## src/rtl/fetch_unit_pkg.sv

```systemverilog
// Shared fetch/ALU definitions: state encodings, default widths, next-PC selects.
// No logic; pure types and constants.
// Imported by the fetch unit, its next-PC calculator and the condition-code block.
package fetch_unit_pkg;

    localparam int          WIDTH_DEF        = 16;
    localparam logic [15:0] RESET_VECTOR_DEF = 16'h3000;

    typedef enum logic [1:0] {
        ST_IDLE   = 2'b00,
        ST_FETCH  = 2'b01,
        ST_VALID  = 2'b10,
        ST_UNUSED = 2'b11
    } fetch_state_t;

    typedef enum logic [1:0] {
        PC_HOLD   = 2'b00,
        PC_INC    = 2'b01,
        PC_BRANCH = 2'b10,
        PC_JUMP   = 2'b11
    } pc_sel_t;

endpackage

```

## src/rtl/fetch_unit_if.sv

```systemverilog
// Instruction-memory request/response bundle between fetch unit and memory.
// Combinational wires only; no latency of its own.
// Memory stalls the fetch by holding mem_rdy_in low; request and address stay stable meanwhile.
interface fetch_unit_if #(
    parameter int WIDTH = 16
);
    logic             mem_req_out;
    logic [WIDTH-1:0] mem_addr_out;
    logic             mem_rdy_in;
    logic [WIDTH-1:0] mem_data_in;

    modport master (
        output mem_req_out,
        output mem_addr_out,
        input  mem_rdy_in,
        input  mem_data_in
    );

    modport slave (
        input  mem_req_out,
        input  mem_addr_out,
        output mem_rdy_in,
        output mem_data_in
    );
endinterface

```

## src/rtl/fetch_unit_pc_next_calc.sv

```systemverilog
// Next-PC selection: hold, increment, sign-extended 9-bit relative branch, absolute jump.
// Purely combinational, zero latency.
// No flow control; the caller decides when the result is registered.
module pc_next_calc
    import fetch_unit_pkg::*;
#(
    parameter int WIDTH = WIDTH_DEF
) (
    input  logic [WIDTH-1:0] pc_i,
    input  pc_sel_t          sel_i,
    input  logic [8:0]       offset9_i,
    input  logic [WIDTH-1:0] jmp_addr_i,
    output logic [WIDTH-1:0] pc_next_o
);

    logic [WIDTH-1:0] offset_sext;

    // Sign-extend the branch offset so negative offsets wrap through the top of the address space
    assign offset_sext = {{(WIDTH-9){offset9_i[8]}}, offset9_i};

    // Select the next PC; all sums wrap modulo 2^WIDTH by truncation
    always_comb begin
        pc_next_o = pc_i;
        case (sel_i)
            PC_HOLD:   pc_next_o = pc_i;
            PC_INC:    pc_next_o = pc_i + {{(WIDTH-1){1'b0}}, 1'b1};
            PC_BRANCH: pc_next_o = pc_i + offset_sext;
            PC_JUMP:   pc_next_o = jmp_addr_i;
            default:   pc_next_o = pc_i;
        endcase
    end

endmodule

```

## src/rtl/fetch_unit.sv

```systemverilog
// Instruction fetch FSM: IDLE -> FETCH (wait mem_rdy_in) -> VALID (wait !stall_in) -> FETCH.
// State updates on the falling edge of clka; one instruction per two cycles at best.
// Memory backpressure holds FETCH with a stable address; stall_in holds VALID and ignores redirects.
module fetch_unit
    import fetch_unit_pkg::*;
#(
    parameter int               WIDTH        = WIDTH_DEF,
    parameter logic [WIDTH-1:0] RESET_VECTOR = WIDTH'(RESET_VECTOR_DEF)
) (
    input  logic              clka,
    input  logic              reset_n_in,
    input  logic              pc_ctl_0_in,
    input  logic              pc_ctl_1_in,
    input  logic [8:0]        offset9_in,
    input  logic [WIDTH-1:0]  jmp_addr_in,
    input  logic              stall_in,
    fetch_unit_if.master      mem_if,
    output logic [WIDTH-1:0]  ir_out,
    output logic              ir_valid_out,
    output logic [WIDTH-1:0]  pc_out,
    output logic [1:0]        state_out
);

    fetch_state_t     state_q, state_d;
    logic [WIDTH-1:0] pc_q, pc_d;
    logic [WIDTH-1:0] ir_q, ir_d;
    pc_sel_t          pc_sel;

    pc_next_calc #(.WIDTH(WIDTH)) u_pc_next_calc (
        .pc_i       (pc_q),
        .sel_i      (pc_sel),
        .offset9_i  (offset9_in),
        .jmp_addr_i (jmp_addr_in),
        .pc_next_o  (pc_d)
    );

    // State, PC and IR registers; reset is asynchronous so outputs drop without a clock
    always_ff @(negedge clka or negedge reset_n_in) begin
        if (!reset_n_in) begin
            state_q <= ST_IDLE;
            pc_q    <= RESET_VECTOR;
            ir_q    <= '0;
        end else begin
            state_q <= state_d;
            pc_q    <= pc_d;
            ir_q    <= ir_d;
        end
    end

    // Next-state, IR capture and PC-select decode; defaults hold everything
    always_comb begin
        state_d = state_q;
        ir_d    = ir_q;
        pc_sel  = PC_HOLD;
        case (state_q)
            ST_IDLE: begin
                state_d = ST_FETCH;
            end
            ST_FETCH: begin
                if (mem_if.mem_rdy_in) begin
                    ir_d    = mem_if.mem_data_in;
                    pc_sel  = PC_INC;
                    state_d = ST_VALID;
                end
            end
            ST_VALID: begin
                if (!stall_in) begin
                    // Register jump wins over a relative branch when both are asserted
                    if (pc_ctl_1_in)      pc_sel = PC_JUMP;
                    else if (pc_ctl_0_in) pc_sel = PC_BRANCH;
                    state_d = ST_FETCH;
                end
            end
            default: begin
                state_d = ST_IDLE;
            end
        endcase
    end

    assign mem_if.mem_req_out  = (state_q == ST_FETCH);
    assign mem_if.mem_addr_out = pc_q;
    assign ir_out              = ir_q;
    assign ir_valid_out        = (state_q == ST_VALID);
    assign pc_out              = pc_q;
    assign state_out           = state_q;

endmodule
```

## src/flat_wrapper.sv

```systemverilog
// flat-port wrapper written by rule: the top's interface ports become plain ports
module fetch_unit_flat import fetch_unit_pkg::*;
#(
    parameter int               WIDTH        = WIDTH_DEF,
    parameter logic [WIDTH-1:0] RESET_VECTOR = WIDTH'(RESET_VECTOR_DEF)
)
  (clka, reset_n_in, pc_ctl_0_in, pc_ctl_1_in, offset9_in, jmp_addr_in, stall_in, ir_out, ir_valid_out, pc_out, state_out, mem_if_mem_req_out, mem_if_mem_addr_out, mem_if_mem_rdy_in, mem_if_mem_data_in);
  fetch_unit_if #(.WIDTH(WIDTH)) mem_if_i ();
  input  logic clka;
  input  logic reset_n_in;
  input  logic pc_ctl_0_in;
  input  logic pc_ctl_1_in;
  input  logic [8:0] offset9_in;
  input  logic [WIDTH-1:0] jmp_addr_in;
  input  logic stall_in;
  output logic [WIDTH-1:0] ir_out;
  output logic ir_valid_out;
  output logic [WIDTH-1:0] pc_out;
  output logic [1:0] state_out;
  output wire logic [$bits(mem_if_i.mem_req_out)-1:0] mem_if_mem_req_out;
  output wire logic [$bits(mem_if_i.mem_addr_out)-1:0] mem_if_mem_addr_out;
  input wire logic [$bits(mem_if_i.mem_rdy_in)-1:0] mem_if_mem_rdy_in;
  input wire logic [$bits(mem_if_i.mem_data_in)-1:0] mem_if_mem_data_in;
  assign mem_if_mem_req_out = mem_if_i.mem_req_out;
  assign mem_if_mem_addr_out = mem_if_i.mem_addr_out;
  assign mem_if_i.mem_rdy_in = mem_if_mem_rdy_in;
  assign mem_if_i.mem_data_in = mem_if_mem_data_in;
  fetch_unit #(.WIDTH(WIDTH), .RESET_VECTOR(RESET_VECTOR)) u_core (.clka(clka), .reset_n_in(reset_n_in), .pc_ctl_0_in(pc_ctl_0_in), .pc_ctl_1_in(pc_ctl_1_in), .offset9_in(offset9_in), .jmp_addr_in(jmp_addr_in), .stall_in(stall_in), .mem_if(mem_if_i), .ir_out(ir_out), .ir_valid_out(ir_valid_out), .pc_out(pc_out), .state_out(state_out));
endmodule
```

## config.mk

```make
export PLATFORM = sky130hd
export DESIGN_NAME = fetch_unit_flat
export DESIGN_NICKNAME = d
export VERILOG_FILES = /design/src/rtl/fetch_unit_pkg.sv /design/src/rtl/fetch_unit_if.sv /design/src/rtl/fetch_unit_pc_next_calc.sv /design/src/rtl/fetch_unit.sv /design/src/flat_wrapper.sv
export SDC_FILE = /design/constraint.sdc
export NUM_CORES = 1
export LEC_CHECK = 0
export ABC_CLOCK_PERIOD_IN_PS = 4200
export CAP_MARGIN = 20
export CORE_MARGIN = 4
export CORE_UTILIZATION = 45
export CTS_CLUSTER_DIAMETER = 200
export CTS_CLUSTER_SIZE = 28
export DETAILED_ROUTE_END_ITERATION = 10
export HOLD_SLACK_MARGIN = 0.02
export PLACE_DENSITY = 0.84
export SYNTH_ARGS = -nofsm -noshare
export SYNTH_HDL_FRONTEND = slang
export SYNTH_HIERARCHICAL = 1
export SYNTH_SLANG_ARGS = --single-unit
```

## constraint.sdc

```tcl
create_clock -name clka -period 4.2 [get_ports clka]
set_input_delay 0.42 -clock clka [delete_from_list [all_inputs] [get_ports clka]]
set_output_delay 0.42 -clock clka [all_outputs]
set_load 0.05 [all_outputs]
```

==> qor.txt <==
DIE
-------------------------------------------------------------------------------
Horizontal extent of the die                                            85.3 um
FP Rows                                                                      27
Placeable Area                                                         5640 um2
Die outline area                                                       7280 um2
Die extent in y                                                         85.3 um
Effective utilization at floorplan                                        47.7%
Ports                                                                        99

ROUTING
-------------------------------------------------------------------------------
Violation count after the first detailed-routing iteration                  102
Total wirelength of the detailed-routed design                          8100 um
Number of routed nets with antenna violations                                 0
Detail-routed via count per cell                                           5.46
Number of design rule violations left after detail routing                    0
Wire length per cell                                                    16.8 um
Total number of vias                                                       2634
Initial DRT Pass Iterations                                                   4

WORST SETUP PATH
-------------------------------------------------------------------------------
Sort of element at the start of the critical path                  primary input
Max Fanout on Critical Path                                                   8
Kind of capture point of the worst setup path                          register
Data required time of the critical path                                 2.22 ns
CP arrival                                                              2.79 ns
Worst setup path category                                                in2reg

SYNTHESIS
-------------------------------------------------------------------------------
Syn_area_per_cell                                                      9.51 um2
Xor/xnor cell area share of the yosys netlist                             2.93%
Sequential fraction of the synthesis area                                 31.7%
Adder-cell share of the synthesized area                                  9.58%
Area fraction in compound gates after synthesis                           21.1%
Proportion of synthesized area in mux cells                               9.90%
Simple-gate portion of the synthesized area                               13.9%
Synth top area cells                                               dfrtn_1, ha_1, buf_4, mux2_4, a21oi_1
Main flop type after synthesis                                          dfrtn_1
Flip-flop and latch count after synthesis                                    34
Combinational family with the most area after synthesis            compound AO/OA/AOI/OAI gates
Post-synthesis cell type with the largest combined area                 dfrtn_1
Yosys Warn Count                                                              6
Number of flops mapped to enable cells by yosys                               0
Synthesized netlist net count                                               350
Number of cells produced by synthesis                                       283
Area share of the largest cell type after synthesis                       29.8%
Unique cell type count in the Yosys netlist                                  65
Fraction of registers with async set or reset after synthesis              100%
Cell Area, Synth                                                       2690 um2

TIMING
-------------------------------------------------------------------------------
RSZ-0062 raised after global routing                                       true
Total count of max-transition violations in the final report                  0
Count of endpoints failing hold in the final timing report                    0
Normalized max-slew margin                                                65.3%
Slew at the pin closest to its max-slew limit                          0.519 ns
Clock skew                                                            0.0586 ns
Final setup violation count                                                  14
Worst setup slack after layout                                        -0.571 ns

CLOCK TREE
-------------------------------------------------------------------------------
TritonCTS clock tree                                                       done
Deepest level of the CTS H-tree                                               2
Clock latency reported for the late side of the worst-skew pair         0.35 ns
CTS Buf Count                                                                 5
Master cell of the clock root buffer                                   clkbuf_8
Clock sink count                                                             34
CTS clock-pin slew for the worst setup and hold paths                   0.05 ns
CTS Buffer Depth                                                              2

LAYOUT
-------------------------------------------------------------------------------
Number of antenna cells inserted                                              0
Layout cells sized above 1                                                39.3%
Layout net count                                                            476
Synth-to-layout area growth                                               62.1%

JOB
-------------------------------------------------------------------------------
Number of max-cap violations                                                  0

GRT
-------------------------------------------------------------------------------
Initial antenna violation count                                               0
Wire length of the first global-routing pass                           13200 um
Largest net degree at the start of global routing                            35
Total congestion overflow after global routing                                0
Number of global-route vias before repair                                  2806
Global router's overall resource usage                                    22.6%

RUN STATUS
-------------------------------------------------------------------------------
Violations in the final reports                                    setup timing
Result of the run                                                  finished, violations left

POWER AND IR DROP
-------------------------------------------------------------------------------
Reported leakage power                                                  2.00 nW
Largest voltage drop on the vdd net                                    0.537 mV
Final Total Pwr                                                         3.15 mW
Total power density per cell area                                    722 nW/um2

PLACEMENT
-------------------------------------------------------------------------------
Post-placement worst setup slack                                       -1.35 ns
Number of port buffers                                                       98
Final weighted congestion of routability-driven global placement          0.873
HPWL after detailed placement                                           5930 um

WORST HOLD PATH
-------------------------------------------------------------------------------
Worst min path class                                                    reg2reg

[logic make-up after synthesis]
logic type               Yosys count
AO/OA/AOI/OAI                     75
XOR/XNOR                           9
adder cells (fa/ha/maj)           20
buffers and inverters             51
flip-flops                        34
multiplexers                      21
AND/OR/NAND/NOR                   73
[power by group]
group / switching, mW / internal, mW / leakage [nW] / total, mW
registers: 0.175 / 0.486 / 0.413 / 0.660
clock network: 0.140 / 0.174 / 0.0706 / 0.313
logic: 1.30 / 0.879 / 1.51 / 2.18
[critical path, cell delays in order]
cell	delay, ns
buf_8	0.10
nand3b_1	0.18
a21boi_4	0.17
inv_2	0.07
ha_4	0.17
buf_12	0.13
and2_4	0.14
ha_4	0.17
a211oi_2	0.21
o21a_2	0.23
o221ai_4	0.14
or3_4	0.37
a21oi_4	0.15
o221ai_1	0.13
[final cells by class]
| cell class | count | area, um2 |
|---|---|---|
| Fill cell | 360 | 1280 |
| Clock inverter | 3 | 16.3 |
| Tap cell | 72 | 90.1 |
| Clock buffer | 7 | 108 |
| Timing Repair Buffer | 148 | 1340 |
| Sequential cell | 34 | 853 |
| Inverter | 20 | 77.6 |
| Multi-Input combinational cell | 198 | 1880 |
[through the flow]
| step | instances | TNS, ns | utilization [%] | hold slack (ns) | cell area [um2] |
|---|---|---|---|---|---|
| final | 482 | -5.55 | 77.3 | 0.457 | 4360 |
| after global routing | 482 | -7.29 | 77.3 | 0.481 | 4360 |
| after CTS | 479 | -5.57 | 75.9 | 0.459 | 4280 |
| after detailed placement | 464 | -17.48 | 71.0 | 0.454 | 4000 |
| after global placement | 464 | -15.97 | 71.0 | 0.447 | 4000 |
| after floorplan | 283 | -7.43 | - | 0.737 | 2890 |
[placed cells by master, fill, tap and decap left out, drive strengths merged, types with 2 or more instances in the layout]
master and count:
nor4 2, a211oi 2, nor2 13, a21boi 2, dlymetal6s2s 4, clkdlybuf4s50 69, ha 19, o21ai 11
dfstp 2, a221oi 4, o21a 3, xnor2 8, o221ai 2, nand2b 6, inv 23, nand3 4
a21oi 18, nor2b 2, a22oi 7, mux2 18, nor3 7, nand2 24, and2 8, o311ai 2
clkbuf 7, buf 75, o211ai 5, o22ai 2, or3 2, dfrtn 32, o2bb2ai 3, mux2i 3
and3 2
[layer usage]
metal	vias to the layer above	GRT usage (%)	wire [um]	part of all wire (%)
met1	1261	24.7	3150	39
met2	112	42.0	4170	52
met5	-	0	0	0
li1	1247	-	-	-
met3	14	6.12	611	7.5
met4	0	6.91	163	2.0
[repair_timing]
item,4_1_cts,5_1_grt
buffers inserted,8,4
resized for setup,41,15
pin swaps,30,13
setup endpoints to repair,16,18
hold buffers,0,0
[synth_stat cells (4+ instances only)]
library cell / number
o211ai_1: 4
a221oi_1: 4
nor2_1: 13
inv_1: 21
ha_1: 19
buf_4: 20
nand2b_1: 6
mux2_4: 9
dfrtn_1: 32
a21oi_1: 18
buf_2: 4
o21ai_0: 10
nor3_1: 7
and2_1: 7
xnor2_1: 8
mux2_2: 8
nand2_1: 22
a22oi_1: 6
[worst paths after layout]
check | startpoint | endpoint | slack [ns] | depth (start not counted)
setup / recovery | stall_in | u_core/mem_if.mem_addr_out[9] | -0.57 | 14
hold / removal | u_core/ir_out[15] | u_core/ir_out[15] | 0.46 | 1
setup reg to reg | u_core/state_out[0] | u_core/mem_if.mem_addr_out[9] | 0.92 | 14
hold reg to reg | u_core/ir_out[15] | u_core/ir_out[15] | 0.46 | 1
max in group asynchronous | reset_n_in | u_core/mem_if.mem_addr_out[12] | 1.24 | 2
min in group asynchronous | reset_n_in | u_core/mem_if.mem_addr_out[3] | 2.54 | 2
[sequential cells by signal, summed over array words and instances (netlist names)]
name / count
u_core/mem_if.mem_addr_out: 16
u_core/ir_out: 16
u_core/state_out: 2
(Power assumes the default switching activity.)
